$ cat src/rtl/aud_divider_pair.sv
// aud_divider_pair: one POKEY channel pair divider (8-bit, 16-bit joined, fast clock).
// Optional sticky IRQ flags per channel when AUD_TIMER_IRQ_EN is defined.
// reset_n is asserted asynchronously; its release is expected to be synchronised upstream.
module aud_divider_pair #(
    parameter int CNT_W      = 8,
    parameter int FAST_OFS8  = 3,
    parameter int FAST_OFS16 = 6
) (
    input  logic             clk,
    input  logic             reset_n,
    input  logic             enn,
    input  logic             audClock,
    input  logic             fastA,
    input  logic             join16,
    input  logic             stimer,
    input  logic [CNT_W-1:0] audfA,
    input  logic [CNT_W-1:0] audfB,
`ifdef AUD_TIMER_IRQ_EN
    input  logic             irqClrA,
    input  logic             irqClrB,
    output logic             irqA,
    output logic             irqB,
`endif
    output logic             pulseA,
    output logic             pulseB
);
    localparam logic [CNT_W-1:0]   OFS8  = CNT_W'(FAST_OFS8);
    localparam logic [2*CNT_W-1:0] OFS16 = (2*CNT_W)'(FAST_OFS16);

    logic [CNT_W-1:0]   cntA_q, cntA_d, cntB_q, cntB_d, rldA;
    logic [2*CNT_W-1:0] cnt16, rld16;
    logic               pulseA_q, pulseA_d, pulseB_q, pulseB_d, tickA;

    assign tickA = fastA | audClock;
    assign cnt16 = {cntB_q, cntA_q};
    assign rldA  = audfA + (fastA ? OFS8 : '0);
    assign rld16 = {audfB, audfA} + (fastA ? OFS16 : '0);

    // Next-state: stimer reload beats ticks; joined mode borrows A into B in the same cycle
    always_comb begin
        cntA_d   = cntA_q;
        cntB_d   = cntB_q;
        pulseA_d = 1'b0;
        pulseB_d = 1'b0;
        if (stimer) begin
            if (join16) {cntB_d, cntA_d} = rld16;
            else begin
                cntA_d = rldA;
                cntB_d = audfB;
            end
        end else if (join16) begin
            if (tickA) begin
                if (cnt16 == '0) begin
                    {cntB_d, cntA_d} = rld16;
                    pulseB_d         = 1'b1;
                end else {cntB_d, cntA_d} = cnt16 - (2*CNT_W)'(1);
            end
        end else begin
            if (tickA) begin
                if (cntA_q == '0) begin
                    cntA_d   = rldA;
                    pulseA_d = 1'b1;
                end else cntA_d = cntA_q - CNT_W'(1);
            end
            if (audClock) begin
                if (cntB_q == '0) begin
                    cntB_d   = audfB;
                    pulseB_d = 1'b1;
                end else cntB_d = cntB_q - CNT_W'(1);
            end
        end
    end

`ifdef AUD_TIMER_IRQ_EN
    logic irqA_q, irqB_q;

    // Sticky flags: a set in the same cycle as a clear wins
    always_ff @(posedge clk or negedge reset_n) begin
        if (!reset_n) begin
            irqA_q <= 1'b0;
            irqB_q <= 1'b0;
        end else if (enn) begin
            irqA_q <= pulseA_d | (irqA_q & ~irqClrA);
            irqB_q <= pulseB_d | (irqB_q & ~irqClrB);
        end
    end

    assign irqA = irqA_q;
    assign irqB = irqB_q;
`endif

    // Counter and pulse registers advance only on phase-2 enable
    always_ff @(posedge clk or negedge reset_n) begin
        if (!reset_n) begin
            cntA_q   <= '0;
            cntB_q   <= '0;
            pulseA_q <= 1'b0;
            pulseB_q <= 1'b0;
        end else if (enn) begin
            cntA_q   <= cntA_d;
            cntB_q   <= cntB_d;
            pulseA_q <= pulseA_d;
            pulseB_q <= pulseB_d;
        end
    end

    assign pulseA = pulseA_q;
    assign pulseB = pulseB_q;
endmodule

$ cat config.mk
export PLATFORM = sky130hd
export DESIGN_NAME = aud_divider_pair
export DESIGN_NICKNAME = d
export VERILOG_FILES = /design/src/rtl/aud_divider_pair.sv
export SDC_FILE = /design/constraint.sdc
export NUM_CORES = 1
export LEC_CHECK = 0
export ABC_AREA = 0
export CORE_MARGIN = 4
export CORE_UTILIZATION = 25
export DETAILED_ROUTE_END_ITERATION = 7
export PLACE_DENSITY = 0.47
export SYNTH_ARGS = -nofsm -noshare
export SYNTH_HDL_FRONTEND = slang
export SYNTH_SLANG_ARGS = --single-unit
$ cat constraint.sdc
create_clock -name clk -period 4.4 [get_ports clk]
set_input_delay 0.44 -clock clk [delete_from_list [all_inputs] [get_ports clk]]
set_output_delay 0.44 -clock clk [all_outputs]
set_load 0.02 [all_outputs]
==> results of run 1 <==
-- power breakdown --
group / switching [mW] / internal (mW) / leakage (nW)
Sequential: 0.0566 / 0.198 / 0.221
Clock: 0.0635 / 0.0796 / 0.0288
Combinational: 0.143 / 0.114 / 0.626
Total: 0.263 / 0.392 / 0.875
-- logic make-up after synthesis --
kind of cell / after synthesis
adders and majority gates: 8
xor gates and xnor gates: 13
buffers and inverters: 29
and+or+nand+nor: 105
DFF: 18
AOI/OAI and AO/OA: 82
muxes: 6
-- layout make-up --
| cell class | instances | area, sq um | share of cell area |
|---|---|---|---|
| Inverter | 16 | 60.06 | 0.02561 |
| Clock buffer | 4 | 55.05 | 0.02348 |
| Sequential cell | 18 | 450.4 | 0.1921 |
| Tap cell | 102 | 127.6 | 0.05443 |
| Multi-Input combinational cell | 214 | 1389 | 0.5923 |
| Timing Repair Buffer | 27 | 262.8 | 0.1121 |
-- worst min-delay path, stage by stage (launching register included) --
cell and delay, ns:
dfrtp_1 0.38, inv_1 0.05, o21ai_0 0.06
-- cells in the mapped netlist (2+ instances only) --
cell type / number
nor2b_1: 2
inv_1: 16
o31ai_1: 2
a21oi_1: 17
xnor2_1: 6
buf_2: 4
a221oi_1: 2
nor3b_1: 3
and2_1: 3
o221ai_1: 2
nand2b_1: 5
or3_1: 2
nand4_1: 6
nand2_1: 28
nor4_1: 3
ha_1: 6
a41oi_1: 3
o22ai_1: 7
clkbuf_1: 7
xor2_1: 7
a31oi_1: 4
nand3b_1: 2
and3_1: 2
nor2_1: 26
dfrtp_1: 18
o211ai_1: 5
nor3_1: 9
fa_1: 2
buf_6: 2
nand3_1: 8
mux2i_1: 5
o21ai_0: 19
-- how the worst min path moves through the flow --
stage                            to  slack (ns)  depth (start not counted)
after global placement       pulseA        0.52                          2
after floorplan           cntA_q[0]        0.14                          0
after detailed placement     pulseA        0.52                          2
final                        pulseA        0.53                          2
after CTS                    pulseA        0.53                          2
after global routing         pulseA        0.59                          2
-- flip-flops by register name, summed over array words and instances (netlist names) --
| register | count |
|---|---|
| cntA_q | 8 |
| cntB_q | 8 |
| pulseA | 1 |
| pulseB | 1 |
-- through the flow --
stage | area (sq um) | utilization | hold slack, ns
final | 2345 | 0.3050 | 0.5270
after global routing | 2345 | 0.3050 | 0.5903
after CTS | 2345 | 0.3050 | 0.5325
after detailed placement | 2290 | 0.2979 | 0.5214
after global placement | 2290 | 0.2979 | 0.5168
after floorplan | 1968 | - | 0.1444
-- per-layer routing --
metal / part of all wire / up-vias / global-route usage
met1: 0.51 / 994 / 0.2136
met5: 0 / - / 0
li1: - / 1002 / -
met4: 0.018 / 0 / 0.04104
met2: 0.43 / 54 / 0.1948
met3: 0.044 / 8 / 0.01947
==> flow_metrics.py, run 1 <==
metrics = {
    "outcome": {
        "status": "completed",
    },
    "critical_path": {
        "worstPathMaxFanout": 12,
        "ff2ff_path_depth": 9,
        "critPathTopFamily": "compound AO/OA/AOI/OAI gates",
        "cp.depth": 9,
        "criticalPathCategory": "flip-flop to flip-flop",
        "worstSetupStartpoint": "cntB_q[0]",
        "arrival_ns": 2.83,
        "cp-end-kind": "flip-flop",
        "critPathCapture": "cntA_q[3]",
        "start_kind": "flip-flop",
        "path_buf_inv": 2,
        "slowest_delay_ns": 0.45,
        "worstReg2RegEnd": "cntA_q[3]",
        "crit_required_ns": 4.50,
        "rrSetupSlack_ns": 1.67,
        "reg2reg_from": "cntB_q[0]",
        "cpMaxStageDelayCell": "dfrtp_1",
        "cp_cell_sequence": "inv_1, ha_1, nor4b_4, a41oi_1, buf_4, nand2b_1, o22a_1, a21oi_1, a221oi_1",
    },
    "synth": {
        "synthSimpleGateAreaFrac": 0.2772,
        "ys_seq_area_frac": 0.2289,
        "async_reset_ff_frac": 1.000,
        "syn_nets": 292,
        "synth_edf_count": 0,
        "yosys.cell_types.count": 60,
        "synth_mux_area_frac": 0.03115,
        "synth_top_area_cell": "dfrtp_1",
        "yosysTopAreaCellShare": 0.2289,
        "netlist_instances": 261,
        "synth_top_family_by_area": "compound AO/OA/AOI/OAI gates",
        "synth_area_leaders": "dfrtp_1 23%, nand2_1 5.3%, nor2_1 5.0%",
        "yosys_register_bits": 18,
        "synth_compound_area_frac": 0.2810,
        "synth_xor_area_frac": 0.05785,
        "ys_warn_count": 0,
        "synthFlopType": "dfrtp_1",
        "postSynthAreaPerCell_sq_um": 7.541,
        "synth_adder_area_share": 0.05849,
        "synthesis.area_sq_um": 1968,
    },
    "pwr": {
        "powerDensity_nw_per_um2": 279.3,
        "p_total_mw": 0.6548,
        "p_leak_nw": 0.8754,
        "ir_drop_uv": 114.7,
    },
    "clock_tree": {
        "numCtsBuffers": 3,
        "htreeDepth": 1,
        "cts_root_buf": "clkbuf_8",
        "cts_buffer_depth": 2,
        "cts_hold_buf": 0,
        "clk_pin_slew_ns": 0.08,
        "clk_latency_ns": 0.26,
        "post_cts_buffers": 0,
        "cts_sinks": 18,
        "cts_tree": "yes",
        "cts_resized": 0,
    },
    "finish": {
        "layout_common_cells": "28 x nand2_1, 26 x nor2_1, 24 x clkdlybuf4s50_1, 19 x o21ai_0, 18 x dfrtp_1",
        "antennaDiodeCount": 0,
        "final_net_count": 311,
        "drive_above_1_share": 0.06093,
        "final_common_cell": "nand2_1",
        "synthToLayoutAreaGrowth_pct": 19.14,
        "fin_cells": 381,
        "nFillCells": 852,
    },
    "detailed_routing": {
        "drtIter0Drc": 122,
        "postRouteAntennaNets": 0,
        "routed_wl_um": 6273,
        "drtPass1Iterations": 4,
        "num_vias": 2058,
        "avgViaCountPerCell": 5.402,
        "wire_per_inst_um": 16.46,
        "drc": 0,
    },
    "timing": {
        "fin_crit_sh": 0.6216,
        "hold_viol_final": 0,
        "final.setup.worst_slack_ns": 1.665,
        "slew_violations": 0,
        "setup_viol": 0,
        "rsz0062_at_grt": "no",
        "layout_min_cycle_time_ns": 2.735,
        "skew_ns": 0.001553,
        "timing.slew.headroom": 0.3827,
        "max_freq_ghz": 0.3656,
        "max_slew.worst_pin.slew_ns": 0.9230,
        "tns_ns": 0,
    },
    "job": {
        "cap_violations": 0,
    },
    "global_routing": {
        "grt_first_pass_wirelength_um": 10710,
        "track_usage": 0.1378,
        "grt_start_max_net_pins": 19,
        "grt_pass1_vias": 2005,
        "antenna_found_initial": 0,
        "grt_overflow": 0,
    },
    "die": {
        "pin_count": 25,
        "die_w_um": 96.73,
        "fp.dieH_um": 96.73,
        "initial_core_util": 0.2560,
        "die_area_sq_um": 9356,
        "rows": 32,
        "core_area_sq_um": 7687,
    },
    "placed_design": {
        "hpwl_um": 4808,
        "dp_slack_ns": 1.444,
        "dp_cells": 377,
        "port_buffers": 24,
        "place.gp.congestion": 0.8336,
    },
    "hold_path": {
        "hold_start": "pulseA",
        "hp-class": "flip-flop to flip-flop",
    },
}
Power figures use the tool's default switching activity.
==> inputs of run 2 (changes only) <==
==> constraint.sdc (replaced) <==
create_clock -name clk -period 2.6 [get_ports clk]
set_input_delay 0.26 -clock clk [delete_from_list [all_inputs] [get_ports clk]]
set_output_delay 0.26 -clock clk [all_outputs]
set_load 0.02 [all_outputs]
==> run 2 against run 1 <==
Against the previous run: utilization up 2.0 points; total power up 76%; clock power grew 76%; clock skew increased by 0.0033 ns; sequential cell count unchanged; sequential share of layout area fell by 1.2 points; largest cell class unchanged.
==> flow_metrics.py, run 2 (synthesis gave the netlist of run 1 again) <==
metrics = {
    "critical_path": {
        "cpMaxStageDelayCell": "or4b_4",
        "start_kind": "flip-flop",
        "ff2ff_path_depth": 8,
        "arrival_ns": 2.53,
        "crit_required_ns": 2.75,
        "worstReg2RegEnd": "cntA_q[5]",
        "worstPathMaxFanout": 12,
        "criticalPathCategory": "flip-flop to flip-flop",
        "slowest_delay_ns": 0.53,
        "rrSetupSlack_ns": 0.22,
        "cp-end-kind": "flip-flop",
        "cp_cell_sequence": "inv_1, ha_1, or4b_4, o21ai_2, a21oi_2, a21oi_1, nor2b_1, a311o_1",
        "reg2reg_from": "cntB_q[1]",
    },
    "placed_design": {
        "hpwl_um": 5086,
        "place.gp.congestion": 0.8456,
        "dp_slack_ns": -0.04513,
        "port_buffers": 24,
        "dp_cells": 396,
    },
    "timing": {
        "setup_viol": 0,
        "final.setup.worst_slack_ns": 0.2171,
        "max_slew.worst_pin.slew_ns": 0.6102,
        "tns_ns": 0,
        "slew_violations": 0,
        "hold_viol_final": 0,
        "rsz0062_at_grt": "no",
        "hold_ws_ns": 0.3322,
        "timing.slew.headroom": 0.5932,
        "max_freq_ghz": 0.4197,
        "layout_min_cycle_time_ns": 2.383,
        "fin_crit_sh": 0.9165,
        "skew_ns": 0.004815,
    },
    "pwr": {
        "power_switching_share": 0.4007,
        "powerDensity_nw_per_um2": 460.9,
        "ir_drop_uv": 207.9,
        "pwr-share-clk": 0.218,
        "pwr-share-comb": 0.412,
        "power.share.sequential": 0.370,
        "p_leak_nw": 0.9691,
        "p_int_mw": 0.6891,
        "switchingPower_mw": 0.4607,
    },
    "global_routing": {
        "gr-usage-met3": 0.02091,
        "grt_pass1_vias": 2011,
        "track_usage": 0.1417,
        "use_met2": 0.1985,
        "antenna_found_initial": 0,
        "use_met1": 0.2175,
        "grt_first_pass_wirelength_um": 11060,
        "busiest_layer": "met1",
        "grt_start_max_net_pins": 19,
        "grt_overflow": 0,
    },
    "detailed_routing": {
        "postRouteAntennaNets": 0,
        "wire_per_inst_um": 16.17,
        "drtPass1Iterations": 5,
        "drc": 0,
        "avgViaCountPerCell": 5.303,
        "routed_wl_um": 6469,
        "drtIter0Drc": 146,
        "num_vias": 2121,
    },
    "outcome": {
        "status": "completed",
    },
    "clock_tree": {
        "numCtsBuffers": 3,
        "post_cts_buffers": 0,
        "cts_root_buf": "clkbuf_8",
        "htreeDepth": 1,
        "cts_tree": "yes",
        "clk_pin_slew_ns": 0.08,
        "cts_sinks": 18,
        "cts_buffer_depth": 2,
        "clk_latency_ns": 0.26,
    },
    "die": {
        "initial_core_util": 0.2560,
        "pin_count": 25,
        "die_w_um": 96.73,
        "die_area_sq_um": 9356,
        "fp.dieH_um": 96.73,
        "rows": 32,
        "core_area_sq_um": 7687,
    },
    "finish": {
        "final_net_count": 330,
        "reg_top3": "cntA_q (8), cntB_q (8)",
        "layout_common_cells": "28 x nand2_1, 26 x nor2_1, 24 x clkdlybuf4s50_1, 22 x buf_4, 19 x o21ai_0",
        "antennaDiodeCount": 0,
        "final_util": 0.3245,
        "final_common_cell": "nand2_1",
        "nFillCells": 845,
        "fin_cells": 400,
        "synthToLayoutAreaGrowth_pct": 26.76,
        "drive_above_1_share": 0.1242,
    },
    "job": {
        "cap_violations": 0,
    },
    "hold_path": {
        "hp-class": "input port to asynchronous set/reset pin",
    },
}
==> run 2: cell types whose count changed in the layout (fill, tap and decap cells not counted) <==
cell	before	now
a41oi_2	0	1
a41oi_1	3	2
buf_4	3	22
==> run 2: worst max-delay path by stage <==
stage | startpoint | end | slack, ns | cells after the start
3_3_place_gp | fastA | cntB_q[7] | 0.02 | 10
5_1_grt | fastA | cntB_q[3] | 0.03 | 10
4_1_cts | cntB_q[1] | cntA_q[5] | 0.22 | 8
2_1_floorplan | cntB_q[0] | cntA_q[2] | 0.46 | 10
3_5_place_dp | fastA | cntB_q[7] | -0.05 | 10
6_report | cntB_q[1] | cntA_q[5] | 0.22 | 8
==> run 2: per-stage QoR <==
stage	total power [mW]	instance area [sq um]
6_report	1.150	2495
5_1_grt	1.238	2495
3_5_place_dp	0.8968	2432
4_1_cts	1.153	2487
2_1_floorplan	0.7244	1968
3_3_place_gp	0.9010	2432
==> run 2: timing repair <==
item | 4_1_cts | 5_1_grt
hold endpoints to repair | 0 | 0
setup endpoints to repair | 0 | 2
hold buffers | 0 | 0
gates resized for setup | 0 | 1
==> run 2: power groups by stage <==
stage	Sequential [mW]	Clock (mW)	Combinational [mW]
2_1_floorplan	0.398	0	0.327
3_3_place_gp	0.429	0	0.472
3_5_place_dp	0.429	0	0.468
4_1_cts	0.424	0.258	0.471
5_1_grt	0.439	0.268	0.531
6_report	0.425	0.251	0.474
==> run 2: routing by layer <==
| layer | vias to the layer above | part of all wire |
|---|---|---|
| li1 | 1038 | - |
| met1 | 997 | 0.50 |
| met2 | 76 | 0.42 |
| met3 | 10 | 0.054 |
| met4 | 0 | 0.020 |
| met5 | - | 0 |
==> run 2: area by class of cell <==
class	count	area (sq um)	area share
Sequential cell	18	450.4	0.1805
Inverter	16	60.06	0.02407
Multi-Input combinational cell	214	1396	0.5597
Timing Repair Buffer	46	405.4	0.1625
Clock buffer	4	55.05	0.02207
Tap cell	102	127.6	0.05115
==> run 2: critical path: cells and delay by family (launching register included) <==
kind | cells | cell delay [ns]
compound gates | 4 | 0.84
flops | 1 | 0.41
buf+inv | 1 | 0.11
fa+ha+maj | 1 | 0.30
simple gates | 2 | 0.59
==> inputs of run 3 (changes only) <==
--- a/config.mk
+++ b/config.mk
@@ -10,6 +10,7 @@
 export CORE_UTILIZATION = 25
 export DETAILED_ROUTE_END_ITERATION = 7
 export PLACE_DENSITY = 0.47
+export SLEW_MARGIN = 20
 export SYNTH_ARGS = -nofsm -noshare
 export SYNTH_HDL_FRONTEND = slang
 export SYNTH_SLANG_ARGS = --single-unit
==> results of run 3 <==
The final DEF is identical to that of run 2; final timing and power are the same.
